[src/rtl/mem_arbiter_if.sv]
// Bus bundle between mem_arbiter and its requesters and memory.
// The slave modport is the arbiter side; master is the requester/memory side.
interface mem_arbiter_if #(
    parameter int ADDR_BITS = 8,
    parameter int DATA_BITS = 8
);
    logic                   fetch_req;
    logic [ADDR_BITS-1:0]   fetch_addr;
    logic                   fetch_gnt;
    logic                   fetch_valid;
    logic [2*DATA_BITS-1:0] fetch_instr;

    logic                   data_req;
    logic                   data_we;
    logic [ADDR_BITS-1:0]   data_addr;
    logic [DATA_BITS-1:0]   data_wdata;
    logic                   data_gnt;
    logic                   data_valid;
    logic [DATA_BITS-1:0]   data_rdata;

    logic                   mem_en;
    logic                   mem_we;
    logic [ADDR_BITS-1:0]   mem_addr;
    logic [DATA_BITS-1:0]   mem_wdata;
    logic [DATA_BITS-1:0]   mem_rdata;

    logic                   arb_busy;

    modport slave (
        input  fetch_req, fetch_addr, data_req, data_we, data_addr, data_wdata, mem_rdata,
        output fetch_gnt, fetch_valid, fetch_instr, data_gnt, data_valid, data_rdata,
        output mem_en, mem_we, mem_addr, mem_wdata, arb_busy
    );

    modport master (
        output fetch_req, fetch_addr, data_req, data_we, data_addr, data_wdata, mem_rdata,
        input  fetch_gnt, fetch_valid, fetch_instr, data_gnt, data_valid, data_rdata,
        input  mem_en, mem_we, mem_addr, mem_wdata, arb_busy
    );
endinterface

[src/rtl/mem_arbiter.sv]
// Shares a single-port byte memory between 16-bit instruction fetch and data load/store.
// Define MEM_ARB_RR_EN for round-robin arbitration; default is fixed data priority.
module mem_arbiter #(
    parameter int ADDR_BITS = 8,
    parameter int DATA_BITS = 8
) (
    input  logic          clk,
    input  logic          reset,
    mem_arbiter_if.slave  bus
);
    localparam logic [1:0] IDLE = 2'd0;
    localparam logic [1:0] F_HI = 2'd1;
    localparam logic [1:0] F_LO = 2'd2;
    localparam logic [1:0] D_RD = 2'd3;

    logic [1:0]             r_state;
    logic [ADDR_BITS-1:0]   r_addr;
    logic [ADDR_BITS-1:0]   r_mem_addr;
    logic [DATA_BITS-1:0]   r_mem_wdata;
    logic [DATA_BITS-1:0]   r_hi;
    logic [DATA_BITS-1:0]   r_rdata;
    logic [2*DATA_BITS-1:0] r_instr;
    logic                   r_fvalid;
    logic                   r_dvalid;

    logic                   w_idle;
    logic                   w_data_first;
    logic                   w_gnt_d;
    logic                   w_gnt_f;
    logic [ADDR_BITS-1:0]   w_mem_addr;
    logic [DATA_BITS-1:0]   w_mem_wdata;

`ifdef MEM_ARB_RR_EN
    logic r_last_fetch;

    always_ff @(posedge clk or negedge reset) begin
        if (!reset) begin
            r_last_fetch <= 1'b1;
        end else if (w_gnt_d) begin
            r_last_fetch <= 1'b0;
        end else if (w_gnt_f) begin
            r_last_fetch <= 1'b1;
        end
    end

    assign w_data_first = r_last_fetch;
`else
    assign w_data_first = 1'b1;
`endif

    // Grants are gated by reset so nothing is granted while it is held low.
    assign w_idle  = (r_state == IDLE) && reset;
    assign w_gnt_d = w_idle && bus.data_req && (w_data_first || !bus.fetch_req);
    assign w_gnt_f = w_idle && bus.fetch_req && !w_gnt_d;

    always_comb begin
        w_mem_addr  = r_mem_addr;
        w_mem_wdata = r_mem_wdata;
        if (w_gnt_d) begin
            w_mem_addr = bus.data_addr;
            if (bus.data_we) w_mem_wdata = bus.data_wdata;
        end else if (w_gnt_f) begin
            w_mem_addr = bus.fetch_addr;
        end else if (r_state == F_HI) begin
            w_mem_addr = r_addr + ADDR_BITS'(1);
        end
    end

    assign bus.fetch_gnt   = w_gnt_f;
    assign bus.data_gnt    = w_gnt_d;
    assign bus.mem_en      = w_gnt_d || w_gnt_f || (r_state == F_HI);
    assign bus.mem_we      = w_gnt_d && bus.data_we;
    assign bus.mem_addr    = w_mem_addr;
    assign bus.mem_wdata   = w_mem_wdata;
    assign bus.fetch_valid = r_fvalid;
    assign bus.fetch_instr = r_instr;
    assign bus.data_valid  = r_dvalid;
    assign bus.data_rdata  = r_rdata;
    assign bus.arb_busy    = (r_state != IDLE);

    always_ff @(posedge clk or negedge reset) begin
        if (!reset) begin
            r_state     <= IDLE;
            r_addr      <= '0;
            r_mem_addr  <= '0;
            r_mem_wdata <= '0;
            r_hi        <= '0;
            r_rdata     <= '0;
            r_instr     <= '0;
            r_fvalid    <= 1'b0;
            r_dvalid    <= 1'b0;
        end else begin
            r_fvalid    <= 1'b0;
            r_dvalid    <= 1'b0;
            r_mem_addr  <= w_mem_addr;
            r_mem_wdata <= w_mem_wdata;
            case (r_state)
                IDLE: begin
                    if (w_gnt_d && !bus.data_we) begin
                        r_state <= D_RD;
                    end else if (w_gnt_f) begin
                        r_addr  <= bus.fetch_addr;
                        r_state <= F_HI;
                    end
                end
                F_HI: begin
                    r_hi    <= bus.mem_rdata;
                    r_state <= F_LO;
                end
                F_LO: begin
                    r_instr  <= {r_hi, bus.mem_rdata};
                    r_fvalid <= 1'b1;
                    r_state  <= IDLE;
                end
                D_RD: begin
                    r_rdata  <= bus.mem_rdata;
                    r_dvalid <= 1'b1;
                    r_state  <= IDLE;
                end
                default: r_state <= IDLE;
            endcase
        end
    end
endmodule
[src/flat_wrapper.sv]
// flat-port wrapper written by rule: the top's interface ports become plain ports
module mem_arbiter_flat 
#(
    parameter int ADDR_BITS = 8,
    parameter int DATA_BITS = 8
)
  (clk, reset, bus_fetch_req, bus_fetch_addr, bus_data_req, bus_data_we, bus_data_addr, bus_data_wdata, bus_mem_rdata, bus_fetch_gnt, bus_fetch_valid, bus_fetch_instr, bus_data_gnt, bus_data_valid, bus_data_rdata, bus_mem_en, bus_mem_we, bus_mem_addr, bus_mem_wdata, bus_arb_busy);
  mem_arbiter_if #(.ADDR_BITS(ADDR_BITS), .DATA_BITS(DATA_BITS)) bus_i ();
  input  logic clk;
  input  logic reset;
  input wire logic [$bits(bus_i.fetch_req)-1:0] bus_fetch_req;
  input wire logic [$bits(bus_i.fetch_addr)-1:0] bus_fetch_addr;
  input wire logic [$bits(bus_i.data_req)-1:0] bus_data_req;
  input wire logic [$bits(bus_i.data_we)-1:0] bus_data_we;
  input wire logic [$bits(bus_i.data_addr)-1:0] bus_data_addr;
  input wire logic [$bits(bus_i.data_wdata)-1:0] bus_data_wdata;
  input wire logic [$bits(bus_i.mem_rdata)-1:0] bus_mem_rdata;
  output wire logic [$bits(bus_i.fetch_gnt)-1:0] bus_fetch_gnt;
  output wire logic [$bits(bus_i.fetch_valid)-1:0] bus_fetch_valid;
  output wire logic [$bits(bus_i.fetch_instr)-1:0] bus_fetch_instr;
  output wire logic [$bits(bus_i.data_gnt)-1:0] bus_data_gnt;
  output wire logic [$bits(bus_i.data_valid)-1:0] bus_data_valid;
  output wire logic [$bits(bus_i.data_rdata)-1:0] bus_data_rdata;
  output wire logic [$bits(bus_i.mem_en)-1:0] bus_mem_en;
  output wire logic [$bits(bus_i.mem_we)-1:0] bus_mem_we;
  output wire logic [$bits(bus_i.mem_addr)-1:0] bus_mem_addr;
  output wire logic [$bits(bus_i.mem_wdata)-1:0] bus_mem_wdata;
  output wire logic [$bits(bus_i.arb_busy)-1:0] bus_arb_busy;
  assign bus_i.fetch_req = bus_fetch_req;
  assign bus_i.fetch_addr = bus_fetch_addr;
  assign bus_i.data_req = bus_data_req;
  assign bus_i.data_we = bus_data_we;
  assign bus_i.data_addr = bus_data_addr;
  assign bus_i.data_wdata = bus_data_wdata;
  assign bus_i.mem_rdata = bus_mem_rdata;
  assign bus_fetch_gnt = bus_i.fetch_gnt;
  assign bus_fetch_valid = bus_i.fetch_valid;
  assign bus_fetch_instr = bus_i.fetch_instr;
  assign bus_data_gnt = bus_i.data_gnt;
  assign bus_data_valid = bus_i.data_valid;
  assign bus_data_rdata = bus_i.data_rdata;
  assign bus_mem_en = bus_i.mem_en;
  assign bus_mem_we = bus_i.mem_we;
  assign bus_mem_addr = bus_i.mem_addr;
  assign bus_mem_wdata = bus_i.mem_wdata;
  assign bus_arb_busy = bus_i.arb_busy;
  mem_arbiter #(.ADDR_BITS(ADDR_BITS), .DATA_BITS(DATA_BITS)) u_core (.clk(clk), .reset(reset), .bus(bus_i));
endmodule
[config.mk]
export PLATFORM = sky130hd
export DESIGN_NAME = mem_arbiter_flat
export DESIGN_NICKNAME = d
export VERILOG_FILES = /design/src/rtl/mem_arbiter_if.sv /design/src/rtl/mem_arbiter.sv /design/src/flat_wrapper.sv
export SDC_FILE = /design/constraint.sdc
export NUM_CORES = 1
export LEC_CHECK = 0
export ABC_AREA = 1
export CAP_MARGIN = 15
export CORE_MARGIN = 2
export CORE_UTILIZATION = 46
export CTS_CLUSTER_SIZE = 25
export DETAILED_ROUTE_END_ITERATION = 16
export PLACE_DENSITY = 0.8
export SLEW_MARGIN = 15
export SYNTH_ARGS = -nofsm -noshare
export SYNTH_HDL_FRONTEND = slang
export SYNTH_SLANG_ARGS = --single-unit
[constraint.sdc]
create_clock -name clk -period 2 [get_ports clk]
set_clock_uncertainty 0.2 [all_clocks]
set_input_delay 0.4 -clock clk [delete_from_list [all_inputs] [get_ports clk]]
set_output_delay 0.4 -clock clk [all_outputs]
set_load 0.01 [all_outputs]
==> flow_metrics.tcl, run 1 <==
set metrics [dict create \
    antenna_found_initial 0 \
    worst-path-max-fanout 7 \
    clkSlewWorstSetupHoldPaths_ns 0.07 \
    gp_congestion 0.8995 \
    wire_per_inst_microns 15.24 \
    synth-compound-area-share_pct 10.69 \
    h-tree-depth 3 \
    synth_top_family_by_area "simple AND/OR/NAND/NOR gates" \
    critical_path_class "reg -> out" \
    syn_nets 335 \
    vias 2665 \
    leakage_nw 2.162 \
    r2r_start "u_core.r_state[1]" \
    hold_viol 0 \
    area_growth_pct 66.70 \
    fin_ws_ns -0.3723 \
    netlist_instances 297 \
    crit_path_start_kind "flop" \
    slew_violations 0 \
    first_global_vias 2608 \
    routed_via_density 5.086 \
    final_cells 524 \
    power_density_nw_per_um2 1216 \
    worstSetupStartpoint "u_core.r_state[1]" \
    synth.distinct_cells 25 \
    setup_violations 21 \
    synth_area_per_cell_sq_um 8.830 \
    routed_wirelength_microns 7988 \
    dp_slack_ns -0.6873 \
    initial_core_util_pct 47.63 \
    coreArea_sq_um 5507 \
    crit_top_cell "buf_6" \
    cts_buffers 9 \
    design.die.area_sq_um 6321 \
    rsz0062_at_grt "yes" \
    vdd_drop_max_uv 721.9 \
    final_common_cell "nand2_1" \
    grt_max_degree 53 \
    ant_nets 0 \
    worstMarginPinSlew_ns 0.6520 \
    slew_headroom_pct 56.53 \
    cts_tree "built" \
    cts_root_buf "clkbuf_8" \
    fmax_ghz 0.4215 \
    rows 27 \
    cp-end-kind "output pin" \
    maxCapViolations 0 \
    grt_util_all_layers_pct 24.98 \
    finalPower_mw 5.317 \
    synth_xor_area_share_pct 0 \
    worst_ep_arrival_time_ns 1.77 \
    netlist.area_leader.share_pct 57.25 \
    synth_area_leaders "dfrtp_1 (57%), nand2_1 (15%), o21ai_0 (6.3%)" \
    fin_nets 485 \
    grt_pass1_wl_microns 11960 \
    hold_class "in -> async" \
    status "finished, violations left" \
    dp_cells 473 \
    fp.dieH_microns 79.51 \
    yosys-mux-area-fraction_pct 0 \
    ys_seq_area_share_pct 57.25 \
    overflow 0 \
    antenna_cells 0 \
    synth-seq-cells 60 \
    worstPathRequired_ns 1.40 \
    finalSetupTns_ns -5.935 \
    cpPeakStageDelay_ns 0.41 \
    die_w_microns 79.51 \
    min_period_over_period_pct 118.6 \
    violations "negative setup slack" \
    synth_fa_ha_area_share_pct 0.4771 \
    yosys.area_share.simple_pct 24.43 \
    io_pins 84 \
    min_period_ns 2.372 \
    drive_gt1_share_pct 33.41 \
    dr.pass1.iters 4 \
    ys.warnings.count 0 \
    drt-initial-drc-count 191 \
    dp_hpwl_microns 4631 \
    mostFrequentLayoutCells "nand2_1 (93), clkdlybuf4s50_1 (60), dfrtp_1 (60), buf_4 (38), buf_6 (32)" \
    post-route-drc-count 0 \
    crit_slowest_cell "dfrtp_1" \
    syn_area_sq_um 2623 \
    crit_chain "nor2_4 -> nand3_4 -> buf_6 -> nor2_4 -> buf_6 -> nand2_2 -> nand2_2 -> buf_6" \
    yosysTopAreaCell "dfrtp_1" \
    cts_buffer_depth 2 \
    clk-insertion-delay-late_ns 0.34 \
    io_buffers 83 \
    cts.sinks 60 \
]
[area by class of cell]
| type | instances | area [sq um] |
|---|---|---|
| Multi-Input combinational cell | 200 | 1094 |
| Sequential cell | 60 | 1501 |
| Clock inverter | 4 | 72.57 |
| Timing Repair Buffer | 146 | 1345 |
| Tap cell | 72 | 90.09 |
| Fill cell | 363 | 1135 |
| Inverter | 30 | 123.9 |
| Clock buffer | 12 | 145.1 |
[logic make-up after synthesis]
group / Yosys count
DFF: 60
AOI/OAI and AO/OA: 50
and+or+nand+nor: 148
buffers and inverters: 38
adders and majority gates: 1
[Yosys cell counts]
cell	number
nand2_1	102
dfrtp_1	60
o21ai_0	33
inv_1	26
nor2_1	24
nand3_1	11
a21oi_1	8
o21ai_2	8
buf_6	5
nor2_4	3
inv_2	2
nand2_2	2
buf_2	1
buf_4	1
clkbuf_1	1
clkinv_1	1
ha_1	1
inv_4	1
nand3_4	1
nand4_1	1
nand4_4	1
nor2_2	1
nor3_1	1
nor3_2	1
o21ai_1	1
[routing by layer]
metal | part of all wire, % | GRT usage, % | vias to the layer above
met5 | 0 | 0 | -
met3 | 6.2 | 7.919 | 31
met2 | 52 | 42.94 | 111
met4 | 2.9 | 9.483 | 0
met1 | 39 | 29.06 | 1287
li1 | - | - | 1236
[per-stage QoR]
stage | instance area [sq um] | hold WS, ns | util (%)
floorplan | 2623 | -0.09559 | -
global placement | 3684 | 0.2347 | 66.89
detailed placement | 3684 | 0.2448 | 66.89
CTS | 4163 | 0.1229 | 75.60
global route | 4372 | 0.2181 | 79.39
finish | 4372 | 0.1552 | 79.39
[power breakdown]
part | switching [mW] | internal (mW) | leakage [nW] | total (mW)
clock | 0.468 | 0.734 | 0.107 | 1.20
combinational | 1.01 | 1.16 | 1.32 | 2.17
sequential | 0.271 | 1.68 | 0.734 | 1.95
total | 1.75 | 3.57 | 2.16 | 5.32
[state kept, by name (all words and copies together) (netlist names)]
register and count:
u_core.bus.data_rdata 8, u_core.bus.data_valid 1, u_core.bus.fetch_instr 16, u_core.bus.fetch_valid 1, u_core.r_addr 8, u_core.r_hi 8, u_core.r_mem_addr 8, u_core.r_mem_wdata 8
u_core.r_state 2
[worst max-delay path: cells and delay by family, from the launching register on]
kind                   cells  cell delay (ns)
AND/OR/NAND/NOR            5             0.64
flip-flops                 1             0.41
buffers and inverters      3             0.40
[path summary, 6_finish.rpt]
kind,to,slack (ns),cells after the start
worst max register to register,u_core.r_mem_addr[2],-0.18,13
max in group asynchronous,u_core.r_mem_wdata[1],1.00,3
min in group clk,u_core.bus.fetch_instr[13],0.27,2
worst min register to register,u_core.bus.fetch_instr[13],0.27,2
worst max-delay path,bus_mem_wdata[7],-0.37,8
worst min-delay path,u_core.bus.fetch_instr[0],0.16,2
[repair_timing]
action                                  4_1_cts  5_1_grt
hold buffers                                  1        0
gates resized for setup                     134       46
pin swaps                                    24       14
setup buffers                                26       12
gates cloned                                  2        0
endpoints found under the setup margin       21       22
hold endpoints to repair                      8        0
Power figures use the tool's default switching activity.
==> run 2: changes to the inputs <==
==> constraint.sdc (replaced) <==
create_clock -name clk -period 2 [get_ports clk]
set_clock_uncertainty 0.2 [all_clocks]
set_input_delay 0.5 -clock clk [delete_from_list [all_inputs] [get_ports clk]]
set_output_delay 0.5 -clock clk [all_outputs]
set_load 0.01 [all_outputs]
==> flow_metrics.tcl, run 2 (synthesized netlist as in run 1, its figures left out) <==
set metrics [dict create \
    status "finished, violations left" \
    violations "negative setup slack" \
    ant_nets 0 \
    min_period_ns 2.550 \
    fin_ws_ns -0.5501 \
    h-tree-depth 3 \
    min_period_over_period_pct 127.5 \
    pwr-share-seq_pct 37.0 \
    first_global_vias 2646 \
    grt_util_all_layers_pct 26.64 \
    mostFrequentLayoutCells "nand2_1 (81), dfrtp_1 (59), clkdlybuf4s50_1 (58), buf_4 (43), buf_6 (28)" \
    p_comb_share_pct 41.8 \
    die_w_microns 79.51 \
    routed_wirelength_microns 9219 \
    worst-path-max-fanout 6 \
    antenna_cells 0 \
    final_area_sq_um 4453 \
    worst_ep_arrival_time_ns 1.85 \
    fp.dieH_microns 79.51 \
    fin_nets 483 \
    largest_register_ffs 16 \
    cts_buffer_depth 2 \
    wire_per_inst_microns 17.66 \
    setup_violations 20 \
    dp_cells 474 \
    hold_viol 0 \
    cts_root_buf "clkbuf_8" \
    gp_congestion 0.8762 \
    p_switching_mw 1.856 \
    maxCapViolations 0 \
    dr.pass1.iters 5 \
    cp_top_family "simple AND/OR/NAND/NOR gates" \
    grt_pass1_wl_microns 12660 \
    placed_area_sq_um 3691 \
    dp_hpwl_microns 4711 \
    area_growth_pct 69.80 \
    fmax_ghz 0.3921 \
    fin_hold_ws_ns 0.2528 \
    overflow 0 \
    leakage_nw 2.213 \
    rows 27 \
    intPower_mw 3.492 \
    crit_buf_inv 3 \
    io_buffers 83 \
    cts_buffers 9 \
    initial_core_util_pct 47.63 \
    grt_max_degree 53 \
    post-route-drc-count 0 \
    rsz0062_at_grt "yes" \
    cts.sinks 60 \
    worstMarginPinSlew_ns 0.6451 \
    cts_tree "built" \
    io_pins 84 \
    vias 2782 \
    clk-insertion-delay-late_ns 0.34 \
    power_density_nw_per_um2 1201 \
    fin_util_pct 80.87 \
    drt-initial-drc-count 328 \
    final_common_cell "nand2_1" \
    worstPathRequired_ns 1.30 \
    coreArea_sq_um 5507 \
    critical_path_class "reg -> out" \
    final_cells 522 \
    finalSetupTns_ns -9.003 \
    cpPeakStageDelay_ns 0.43 \
    clkSlewWorstSetupHoldPaths_ns 0.07 \
    antenna_found_initial 0 \
    crit_path_start_kind "flop" \
    cp-end-kind "output pin" \
    clkPwrFrac_pct 21.2 \
    hold_class "in -> async" \
    slew_violations 0 \
    drive_gt1_share_pct 36.22 \
    crit_slowest_cell "dfrtp_1" \
    p_sw_share_pct 34.71 \
    slew_headroom_pct 56.99 \
    crit_chain "nor2_4 -> nand3_4 -> buf_12 -> nor2_4 -> buf_6 -> nand2_2 -> nand2_2 -> buf_6" \
    design.die.area_sq_um 6321 \
    routed_via_density 5.330 \
    vdd_drop_max_uv 806.9 \
]
[run 2: what timing repair did]
item	4_1_cts	5_1_grt
cloned	2	0
hold buffers	1	0
pin swaps	19	7
setup endpoints to repair	21	23
endpoints found under the hold margin	8	0
resized for setup	159	38
setup buffers	29	7
[run 2: layer usage]
layer | wire [microns] | global-route usage (%) | vias up | share of wire, %
li1 | - | - | 1234 | -
met1 | 3549 | 31.59 | 1356 | 38
met2 | 4765 | 45.38 | 152 | 52
met3 | 503 | 6.448 | 40 | 5.5
met4 | 400 | 12.59 | 0 | 4.3
met5 | 0 | 0 | - | 0
[run 2: final cells by class]
class                   instances  area (sq um)
clock buffers                  12         155.1
clock inverters                 4         47.55
fillers                       340          1054
inverters                      30         123.9
multi-input cells             200          1180
flip-flops and latches         60          1503
well taps                      72         90.09
repair buffers                144          1354
[run 2: path summary, 6_finish.rpt]
check                                      startpoint                          to  slack (ns)  depth (start not counted)
min in group clk           u_core.bus.fetch_instr[14]  u_core.bus.fetch_instr[14]        0.28                          2
max in group asynchronous                       reset       u_core.r_mem_wdata[0]        0.88                          3
hold / removal                                  reset   u_core.bus.fetch_instr[3]        0.25                          2
hold reg to reg            u_core.bus.fetch_instr[14]  u_core.bus.fetch_instr[14]        0.28                          2
setup / recovery                    u_core.r_state[0]            bus_mem_wdata[1]       -0.55                          8
setup reg to reg                    u_core.r_state[0]        u_core.r_mem_addr[4]        0.07                         10
[run 2: worst register-to-register path, stage by stage, from the launching register on]
cell and delay [ns]:
dfrtp_1 0.43, nor2_4 0.22, nand3_4 0.14, nand2_4 0.11
buf_6 0.14, nor2_1 0.04, nand2_1 0.07, nand3_2 0.11
buf_6 0.13, buf_4 0.12, buf_4 0.12
[run 2: through the flow]
step,worst slack (ns),power (mW)
floorplan,0.0003174,2.711
global placement,-0.8088,3.722
detailed placement,-0.9288,3.791
CTS,-0.4196,5.126
global route,-0.6239,5.601
finish,-0.5501,5.349
[run 2: power by group through the flow]
| stage | logic (mW) | registers, mW | clock network, mW |
|---|---|---|---|
| final | 2.23 | 1.98 | 1.13 |
| after CTS | 2.07 | 1.93 | 1.13 |
| after global placement | 1.81 | 1.91 | 0 |
| after floorplan | 0.699 | 2.01 | 0 |
| after detailed placement | 1.85 | 1.94 | 0 |
| after global routing | 2.39 | 2.01 | 1.20 |
==> run 3: changes to the inputs <==
--- a/config.mk
+++ b/config.mk
@@ -12,6 +12,7 @@
 export CTS_CLUSTER_SIZE = 25
 export DETAILED_ROUTE_END_ITERATION = 16
 export PLACE_DENSITY = 0.8
+export RECOVER_POWER = 50
 export SLEW_MARGIN = 15
 export SYNTH_ARGS = -nofsm -noshare
 export SYNTH_HDL_FRONTEND = slang
==> flow_metrics.tcl, run 3 (synthesized netlist as in run 1, its figures left out) <==
set metrics [dict create \
    r2r_start "u_core.r_state[1]" \
    routed_wirelength_microns 9216 \
    placed_area_sq_um 3691 \
    cpPeakStageDelay_ns 0.43 \
    status "finished, violations left" \
    vias 2790 \
    grt_pass1_wl_microns 12660 \
    cts_tree "built" \
    cp-end-kind "output pin" \
    post-route-drc-count 0 \
    min_period_over_period_pct 127.4 \
    first_global_vias 2646 \
    fmax_ghz 0.3926 \
    crit_slowest_cell "dfrtp_1" \
    antenna_found_initial 0 \
    clk-insertion-delay-late_ns 0.34 \
    grt_util_all_layers_pct 26.64 \
    coreArea_sq_um 5507 \
    crit_chain "nor2_4 -> nand3_4 -> buf_12 -> nor2_4 -> buf_6 -> nand2_2 -> nand2_2 -> buf_6" \
    io_buffers 83 \
    rows 27 \
    power_density_nw_per_um2 1204 \
    worstMarginPinSlew_ns 1.263 \
    reg2reg_depth 7 \
    fin_util_pct 80.50 \
    grt_max_degree 53 \
    hold_viol 0 \
    hold_depth 2 \
    largest_register_ffs 16 \
    gp_congestion 0.8762 \
    fp.dieH_microns 79.51 \
    maxCapViolations 0 \
    clkSlewWorstSetupHoldPaths_ns 0.07 \
    worst_ep_arrival_time_ns 1.85 \
    cts_buffers 9 \
    fin_nets 483 \
    antenna_cells 0 \
    h-tree-depth 3 \
    initial_core_util_pct 47.63 \
    dr.pass1.iters 5 \
    violations "negative setup slack" \
    rsz0062_at_grt "yes" \
    slew_violations 0 \
    cts_buffer_depth 2 \
    final_common_cell "nand2_1" \
    holdCritStartpoint "u_core.bus.fetch_instr[14]" \
    final_area_sq_um 4433 \
    crit_buf_inv 3 \
    r2r_setup_slack_ns -0.21 \
    route.met2.wl_microns 4718 \
    critical_path_class "reg -> out" \
    vdd_drop_max_uv 804.0 \
    fin_ws_ns -0.5472 \
    wire_per_inst_microns 17.66 \
    design.die.area_sq_um 6321 \
    crit_path_start_kind "flop" \
    drt-initial-drc-count 341 \
    cts_root_buf "clkbuf_8" \
    dp_hpwl_microns 4711 \
    setup_violations 36 \
    min_delay_worst_endpoint "u_core.bus.fetch_instr[14]" \
    mostFrequentLayoutCells "nand2_1 (82), dfrtp_1 (59), clkdlybuf4s50_1 (58), buf_4 (40), buf_6 (28)" \
    ant_nets 0 \
    drive_gt1_share_pct 35.33 \
    wl_met1_microns 3500 \
    slew_headroom_pct 15.83 \
    overflow 0 \
    timing.rr.end "u_core.bus.fetch_instr[7]" \
    worstPathRequired_ns 1.30 \
    cp_top_family "simple AND/OR/NAND/NOR gates" \
    die_w_microns 79.51 \
    cts.sinks 60 \
    hold_class "reg -> reg" \
    routed.top_layer "met4" \
    area_growth_pct 69.04 \
    min_period_ns 2.547 \
    dr_wl_met3_microns 573 \
    leakage_nw 2.205 \
    io_pins 84 \
    routed_via_density 5.345 \
    worst-path-max-fanout 6 \
]
run 3: cell count changes in the layout (fill, tap and decap cells not counted):
cell / previous run / this run
nand2_2: 14 / 13
clkbuf_1: 1 / 3
nor2_4: 9 / 8
nand2_1: 81 / 82
nor2_1: 17 / 18
buf_4: 43 / 40
clkbuf_2: 1 / 2
run 3: per-stage QoR:
stage          power (mW)  std cells  setup WS [ns]  hold slack (ns)  setup TNS [ns]
2_1_floorplan       2.711        297      0.0003174         0.004409               0
6_report            5.339        522        -0.5472           0.2784          -11.08
3_3_place_gp        3.722        474        -0.8088           0.2579          -15.24
4_1_cts             5.126        520        -0.4196           0.2274          -7.293
5_1_grt             5.591        522        -0.6239           0.3042          -13.94
3_5_place_dp        3.791        474        -0.9288           0.2631          -16.24
run 3: final cells by class:
type / instances / area [sq um]
fill: 347 / 1074
sequential: 60 / 1503
inverter: 30 / 123.9
timing repair buffer: 144 / 1344
clock buffer: 12 / 155.1
tap: 72 / 90.09
clock inverter: 4 / 47.55
multi-input combinational: 200 / 1170
run 3: per-layer routing:
metal | vias to the layer above | track usage, %
li1 | 1234 | -
met1 | 1349 | 31.59
met2 | 163 | 45.38
met3 | 44 | 6.448
met4 | 0 | 12.59
met5 | - | 0
run 3: repair_timing:
| item | 4_1_cts | 5_1_grt |
|---|---|---|
| setup endpoints to repair | 21 | 23 |
| pin swaps | 19 | 7 |
| buffers inserted | 29 | 7 |
| gates cloned | 2 | 0 |
| gates resized for setup | 159 | 38 |
| hold buffers | 1 | 0 |
| hold endpoints to repair | 8 | 0 |
run 3: worst max-delay path by stage:
stage / startpoint / cells past startpoint / endpoint / slack (ns)
after floorplan: u_core.r_state[0] / 5 / bus_mem_addr[0] / 0.0003
after global placement: bus_data_req / 6 / bus_mem_addr[0] / -0.81
after detailed placement: bus_data_req / 6 / bus_mem_addr[0] / -0.93
after CTS: u_core.r_state[1] / 7 / bus_mem_addr[0] / -0.42
after global routing: u_core.r_state[0] / 9 / bus_mem_addr[7] / -0.62
final: u_core.r_state[0] / 8 / bus_mem_wdata[1] / -0.55
run 3: worst min-delay path, stage by stage, from the launching register on:
cell     delay [ns]
dfrtp_1        0.35
nand2_1        0.06
nand2_1        0.04
run 3: power by group:
group          internal [mW]  switching [mW]  total (mW)  leakage, nW
logic                   1.17            1.05        2.22         1.37
registers               1.68           0.306        1.98        0.733
clock network          0.639           0.493        1.13        0.102
total                   3.49            1.85        5.34         2.20
